<file path="src/rtl/uart_tx_arbiter.sv">
// Round-robin arbiter that hands one requester's byte at a time to a UART transmitter.
// Latency: gnt one cycle after req is seen in IDLE; tx_int STROBE_CYC cycles; done 3 edges after bps_start falls.
// Backpressure: requesters hold req until gnt; no new grant until done or timeout returns the FSM to IDLE.
module uart_tx_arbiter #(
    parameter int          NREQ        = 4,
    parameter int          STROBE_CYC  = 4,
    parameter logic [23:0] TIMEOUT_CYC = 24'd6000000
) (
    input  logic                clk,
    input  logic                rst_n,
    input  logic [NREQ-1:0]     req,
    input  logic [8*NREQ-1:0]   req_data,
    input  logic                bps_start,
    output logic [NREQ-1:0]     gnt,
    output logic [NREQ-1:0]     done,
    output logic                err,
    output logic [2:0]          err_id,
    output logic                busy,
    output logic [7:0]          tx_data,
    output logic                tx_int
);

    typedef enum logic [1:0] {IDLE, STROBE, WAIT_START, WAIT_DONE} state_t;

    localparam logic [3:0]  STB_LAST = 4'(STROBE_CYC - 1);
    localparam logic [23:0] TMO_LAST = TIMEOUT_CYC - 24'd1;

    state_t            state_q;
    logic [NREQ-1:0]   gnt_q, done_q;
    logic              err_q, busy_q, tx_int_q;
    logic [2:0]        err_id_q, owner_q, last_q;
    logic [7:0]        tx_data_q;
    logic [3:0]        stb_q;
    logic [23:0]       tmo_q;
    logic              bs1_q, bs_s_q;

    logic              win_vld_d;
    logic [2:0]        win_idx_d;
    logic              tmo_hit;

    assign gnt     = gnt_q;
    assign done    = done_q;
    assign err     = err_q;
    assign err_id  = err_id_q;
    assign busy    = busy_q;
    assign tx_data = tx_data_q;
    assign tx_int  = tx_int_q;
    assign tmo_hit = (tmo_q == TMO_LAST);

    // Scan offsets from farthest to nearest so the requester closest after last_q wins.
    always_comb begin
        int idx;
        win_vld_d = 1'b0;
        win_idx_d = 3'd0;
        idx       = 0;
        for (int k = NREQ; k >= 1; k--) begin
            idx = int'(last_q) + k;
            if (idx >= NREQ) idx = idx - NREQ;
            if (req[idx]) begin
                win_vld_d = 1'b1;
                win_idx_d = 3'(idx);
            end
        end
    end

    always_ff @(posedge clk or negedge rst_n) begin
        if (!rst_n) begin
            state_q   <= IDLE;
            gnt_q     <= '0;
            done_q    <= '0;
            err_q     <= 1'b0;
            err_id_q  <= 3'd0;
            busy_q    <= 1'b0;
            tx_int_q  <= 1'b0;
            tx_data_q <= 8'h00;
            owner_q   <= 3'd0;
            last_q    <= 3'(NREQ - 1);
            stb_q     <= 4'd0;
            tmo_q     <= 24'd0;
            bs1_q     <= 1'b0;
            bs_s_q    <= 1'b0;
        end else begin
            bs1_q  <= bps_start;
            bs_s_q <= bs1_q;
            gnt_q  <= '0;
            done_q <= '0;
            err_q  <= 1'b0;
            case (state_q)
                IDLE: begin
                    if (win_vld_d) begin
                        tx_data_q <= req_data[8*int'(win_idx_d) +: 8];
                        owner_q   <= win_idx_d;
                        last_q    <= win_idx_d;
                        gnt_q     <= NREQ'(1) << win_idx_d;
                        busy_q    <= 1'b1;
                        tx_int_q  <= 1'b1;
                        stb_q     <= 4'd0;
                        state_q   <= STROBE;
                    end
                end
                STROBE: begin
                    if (stb_q == STB_LAST) begin
                        tx_int_q <= 1'b0;
                        tmo_q    <= 24'd0;
                        state_q  <= WAIT_START;
                    end else begin
                        stb_q <= stb_q + 4'd1;
                    end
                end
                WAIT_START: begin
                    if (tmo_hit) begin
                        err_q    <= 1'b1;
                        err_id_q <= owner_q;
                        busy_q   <= 1'b0;
                        state_q  <= IDLE;
                    end else begin
                        tmo_q <= tmo_q + 24'd1;
                        if (bs_s_q) state_q <= WAIT_DONE;
                    end
                end
                WAIT_DONE: begin
                    // bs_s was high on entry, so a low value here is the frame-end edge.
                    if (!bs_s_q) begin
                        done_q  <= NREQ'(1) << owner_q;
                        busy_q  <= 1'b0;
                        state_q <= IDLE;
                    end else if (tmo_hit) begin
                        err_q    <= 1'b1;
                        err_id_q <= owner_q;
                        busy_q   <= 1'b0;
                        state_q  <= IDLE;
                    end else begin
                        tmo_q <= tmo_q + 24'd1;
                    end
                end
                default: state_q <= IDLE;
            endcase
        end
    end

endmodule
</file>
<file path="config.mk">
export PLATFORM = sky130hd
export DESIGN_NAME = uart_tx_arbiter
export DESIGN_NICKNAME = d
export VERILOG_FILES = /design/src/rtl/uart_tx_arbiter.sv
export SDC_FILE = /design/constraint.sdc
export NUM_CORES = 1
export LEC_CHECK = 0
export BUFFER_PORTS_ARGS = -buffer_cell sky130_fd_sc_hd__buf_4
export CORE_MARGIN = 3
export CORE_UTILIZATION = 35
export DETAILED_ROUTE_END_ITERATION = 12
export SETUP_SLACK_MARGIN = 0.1
export SYNTH_ARGS = -nofsm -noshare
export SYNTH_HDL_FRONTEND = slang
export SYNTH_SLANG_ARGS = --single-unit
</file>
<file path="constraint.sdc">
create_clock -name clk -period 6.8 [get_ports clk]
set_input_delay 0.34 -clock clk [delete_from_list [all_inputs] [get_ports clk]]
set_output_delay 0.34 -clock clk [all_outputs]
set_load 0.005 [all_outputs]
</file>
==> run_results.csv <==
group,metric,value,unit
run_status,outcome,"finished clean",
timing,finClkSkew,0.0122,ns
logic_synthesis,avgSynthCellArea,9.63,sq um
power_and_ir_drop,ir_worst_vdd,0.148,mV
hold_path,worstHoldPathType,"in -> async",
critical_path,crit-reg2reg-capture,"tx_data[1]$_DFFE_PN0P_",
global_routing,first_pass_grt_wire_length,14700,microns
logic_synthesis,synth_area,0.00359,sq mm
timing,fmax,0.264,GHz
power_and_ir_drop,power-per-cell-area,383,mW/mm^2
layout,most-common-layout-cells,"sky130_fd_sc_hd__buf_4 (62), sky130_fd_sc_hd__dfrtp_1 (57), sky130_fd_sc_hd__nand2_1 (32)",
timing,hold_violations,0,
run,max-cap-violations,0,
power_and_ir_drop,p_total,1.65,mW
placement,numPortBuffers,60,
critical_path,timing.setup.critical_path_class,"reg -> reg",
route,vias,3201,
logic_synthesis,netlist-cell-type-count,63,
floorplanning,die_h,107,microns
clocking,ctsResizeCount,0,
route,drc_violations_left,0,
clocking,clock_path_buffers,2,
route,wl,9030,microns
route,drt_iter0_drc,165,
floorplanning,placementRows,36,
logic_synthesis,synth.ff_latch_count,59,
clocking,clock_insertion_delay_worst_skew,0.33,ns
timing,worst_hold_slack,0.0672,ns
critical_path,timing.reg2reg.worst_path_depth,7,
timing,final_critical_path_setup_slack,3.01,ns
clocking,cts-root-buf,"sky130_fd_sc_hd__clkbuf_8",
layout,area_used_by_multi_input_combinational_logic,0.00189,sq mm
timing,worstMarginPinSlew,1.06,ns
global_routing,gr_ovfl_total,0,
placement,hpwl,6260,microns
timing,setup_total_negative_slack,0,ns
layout,drive_above_1_share,24.7,%
critical_path,cp-start-kind,"flop",
logic_synthesis,yosys_most_used_dff,"sky130_fd_sc_hd__dfrtp_1",
logic_synthesis,synth.yosys.seq_area_share,41.2,%
timing,setup_viol,0,
floorplanning,core-area,0.00986,sq mm
clocking,numClockSinks,59,
route,drtPass1Iterations,4,
placement,gp_routability_congestion,0.847,
layout,layout.area.seq,0.00148,sq mm
clocking,cts.reportedPaths.clkPinSlew,0.07,ns
placement,postPlaceCellArea,0.00409,sq mm
timing,rsz0062_at_grt,"false",
global_routing,maximum_number_of_pins_on_one_net_before_global_route_repair,60,
critical_path,rr_startpoint,"last_q[0]$_DFFE_PN1P_",
route,via_per_inst,5.74,
layout,fillerInstances,940,
floorplanning,die_area,0.0115,sq mm
floorplanning,chipWidth,107,microns
layout,layout.cells.most_common,"sky130_fd_sc_hd__buf_4",
route,postRouteAntennaNets,0,
global_routing,antenna_found_initial,0,
timing,fin_crit,3.79,ns
layout,postLayoutCellArea,0.00432,sq mm
clocking,postCtsHoldBufs,0,
clocking,clock_tree.htree_level_count,3,
clocking,cts_setup_buffers,0,
logic_synthesis,syn-instance-count,373,
critical_path,worst_setup_path_end_kind,"flop",
layout,num_antenna_cells,0,
logic_synthesis,synth-edff-count,0,
layout,design.final.nets,463,
clocking,tritoncts,"yes",
logic_synthesis,synth_nets,416,
clocking,cts_buffers,9,
critical_path,critical_path.max_fanout,23,
critical_path,r2r_setup_slack,3.01,ns
logic_synthesis,synth_async_sr_flop_share,100,%
floorplanning,initial_utilization,36.4,%
critical_path,data_required_time_at_the_worst_endpoint,7.01,ns
floorplanning,pin_count,61,
logic_synthesis,warnings_synthesis,0,
layout,area.growth.synth_to_final,20.1,%
timing,final_max_slew_viol_count,0,
placement,dp_slack,3.04,ns
global_routing,vias_in_the_first_global_route,3027,
timing,headroom_to_the_max_slew_limit,29.4,%
route,routedWlPerCell,16.2,microns
critical_path,crit_arrival,4.00,ns
timing,finalCritPeriodShare,55.7,%
global_routing,gr-usage-all-layers,15.8,%
power_and_ir_drop,power_leakage,1.84,nW
[critical path, cell delays in order, from the launching register on]
cell                        delay [ns]
sky130_fd_sc_hd__dfstp_2          0.83
sky130_fd_sc_hd__inv_1            0.09
sky130_fd_sc_hd__ha_1             0.56
sky130_fd_sc_hd__nor2b_1          0.27
sky130_fd_sc_hd__a211oi_4         0.60
sky130_fd_sc_hd__a22o_1           0.68
sky130_fd_sc_hd__a2111oi_0        0.23
sky130_fd_sc_hd__o41ai_1          0.39
[cells in the mapped netlist (4+ instances only)]
cell type | instances | area (sq um)
sky130_fd_sc_hd__a2111oi_0 | 8 | 70.1
sky130_fd_sc_hd__a21o_1 | 4 | 30.0
sky130_fd_sc_hd__a21oi_1 | 25 | 125
sky130_fd_sc_hd__a221oi_1 | 24 | 210
sky130_fd_sc_hd__a22o_1 | 4 | 35.0
sky130_fd_sc_hd__and3_1 | 4 | 25.0
sky130_fd_sc_hd__buf_2 | 13 | 65.1
sky130_fd_sc_hd__clkbuf_1 | 9 | 33.8
sky130_fd_sc_hd__dfrtp_1 | 57 | 1430
sky130_fd_sc_hd__ha_1 | 4 | 50.1
sky130_fd_sc_hd__inv_1 | 22 | 82.6
sky130_fd_sc_hd__mux2_2 | 6 | 67.6
sky130_fd_sc_hd__nand2_1 | 32 | 120
sky130_fd_sc_hd__nand2b_1 | 4 | 25.0
sky130_fd_sc_hd__nand3_1 | 11 | 55.1
sky130_fd_sc_hd__nand4_1 | 6 | 37.5
sky130_fd_sc_hd__nor2_1 | 16 | 60.1
sky130_fd_sc_hd__nor2b_1 | 4 | 25.0
sky130_fd_sc_hd__nor4_1 | 5 | 31.3
sky130_fd_sc_hd__o21ai_0 | 22 | 110
sky130_fd_sc_hd__o31ai_1 | 10 | 75.1
sky130_fd_sc_hd__o41ai_1 | 8 | 70.1
sky130_fd_sc_hd__or3_1 | 12 | 75.1
sky130_fd_sc_hd__or4_1 | 11 | 82.6
[worst max path at each step]
stage | cells after the start | end | slack [ns] | start
after floorplan | 11 | tx_data[0]$_DFFE_PN0P_ | 3.97 | last_q[0]$_DFFE_PN1P_
after global placement | 7 | tx_data[3]$_DFFE_PN0P_ | 3.25 | last_q[0]$_DFFE_PN1P_
after detailed placement | 7 | tx_data[1]$_DFFE_PN0P_ | 3.04 | last_q[0]$_DFFE_PN1P_
after CTS | 7 | tx_data[1]$_DFFE_PN0P_ | 3.03 | last_q[0]$_DFFE_PN1P_
after global routing | 7 | tx_data[1]$_DFFE_PN0P_ | 2.72 | last_q[0]$_DFFE_PN1P_
final | 7 | tx_data[1]$_DFFE_PN0P_ | 3.01 | last_q[0]$_DFFE_PN1P_
[layer usage]
layer | wire length [microns] | part of all wire (%) | vias to the layer above | track usage, %
li1 | - | - | 1545 | -
met1 | 4470 | 50 | 1554 | 23.0
met2 | 4010 | 44 | 91 | 23.3
met3 | 417 | 4.6 | 11 | 3.66
met4 | 124 | 1.4 | 0 | 4.57
met5 | 0 | 0 | - | 0
[cells by family after synthesis]
group / synth area share, %
flip-flops: 41.2
AO/OA/AOI/OAI: 27.3
adder cells (fa/ha/maj): 1.39
buffers and inverters: 6.20
multiplexers: 3.69
AND/OR/NAND/NOR: 20.3
[state kept, by name, summed over array words and instances (netlist names)]
register,flops
tmo_q,24
tx_data,8
done,4
gnt,4
stb_q,4
err_id,3
owner_q,3
last_q,2
state_q,2
bs1_q,1
bs_s_q,1
busy,1
err,1
tx_int,1
[where the power goes]
group / switching (mW) / total, mW / leakage [nW] / internal, mW
Clock: 0.143 / 0.359 / 0.108 / 0.216
Combinational: 0.439 / 0.758 / 0.958 / 0.320
Sequential: 0.0998 / 0.536 / 0.775 / 0.436
Total: 0.682 / 1.65 / 1.84 / 0.972
[through the flow]
step	std cells	utilization (%)
global placement	542	41.5
global route	558	43.7
floorplan	373	-
detailed placement	542	41.5
finish	558	43.7
CTS	558	43.7
[final cells by class]
| class | instances | share of cell area [%] |
|---|---|---|
| multi-input cells | 265 | 43.8 |
| flip-flops and latches | 59 | 34.3 |
| repair buffers | 62 | 10.8 |
| well taps | 133 | 3.86 |
| clock buffers | 10 | 3.19 |
| clock inverters | 6 | 2.06 |
| inverters | 23 | 2.00 |
(Power assumes the default switching activity.)
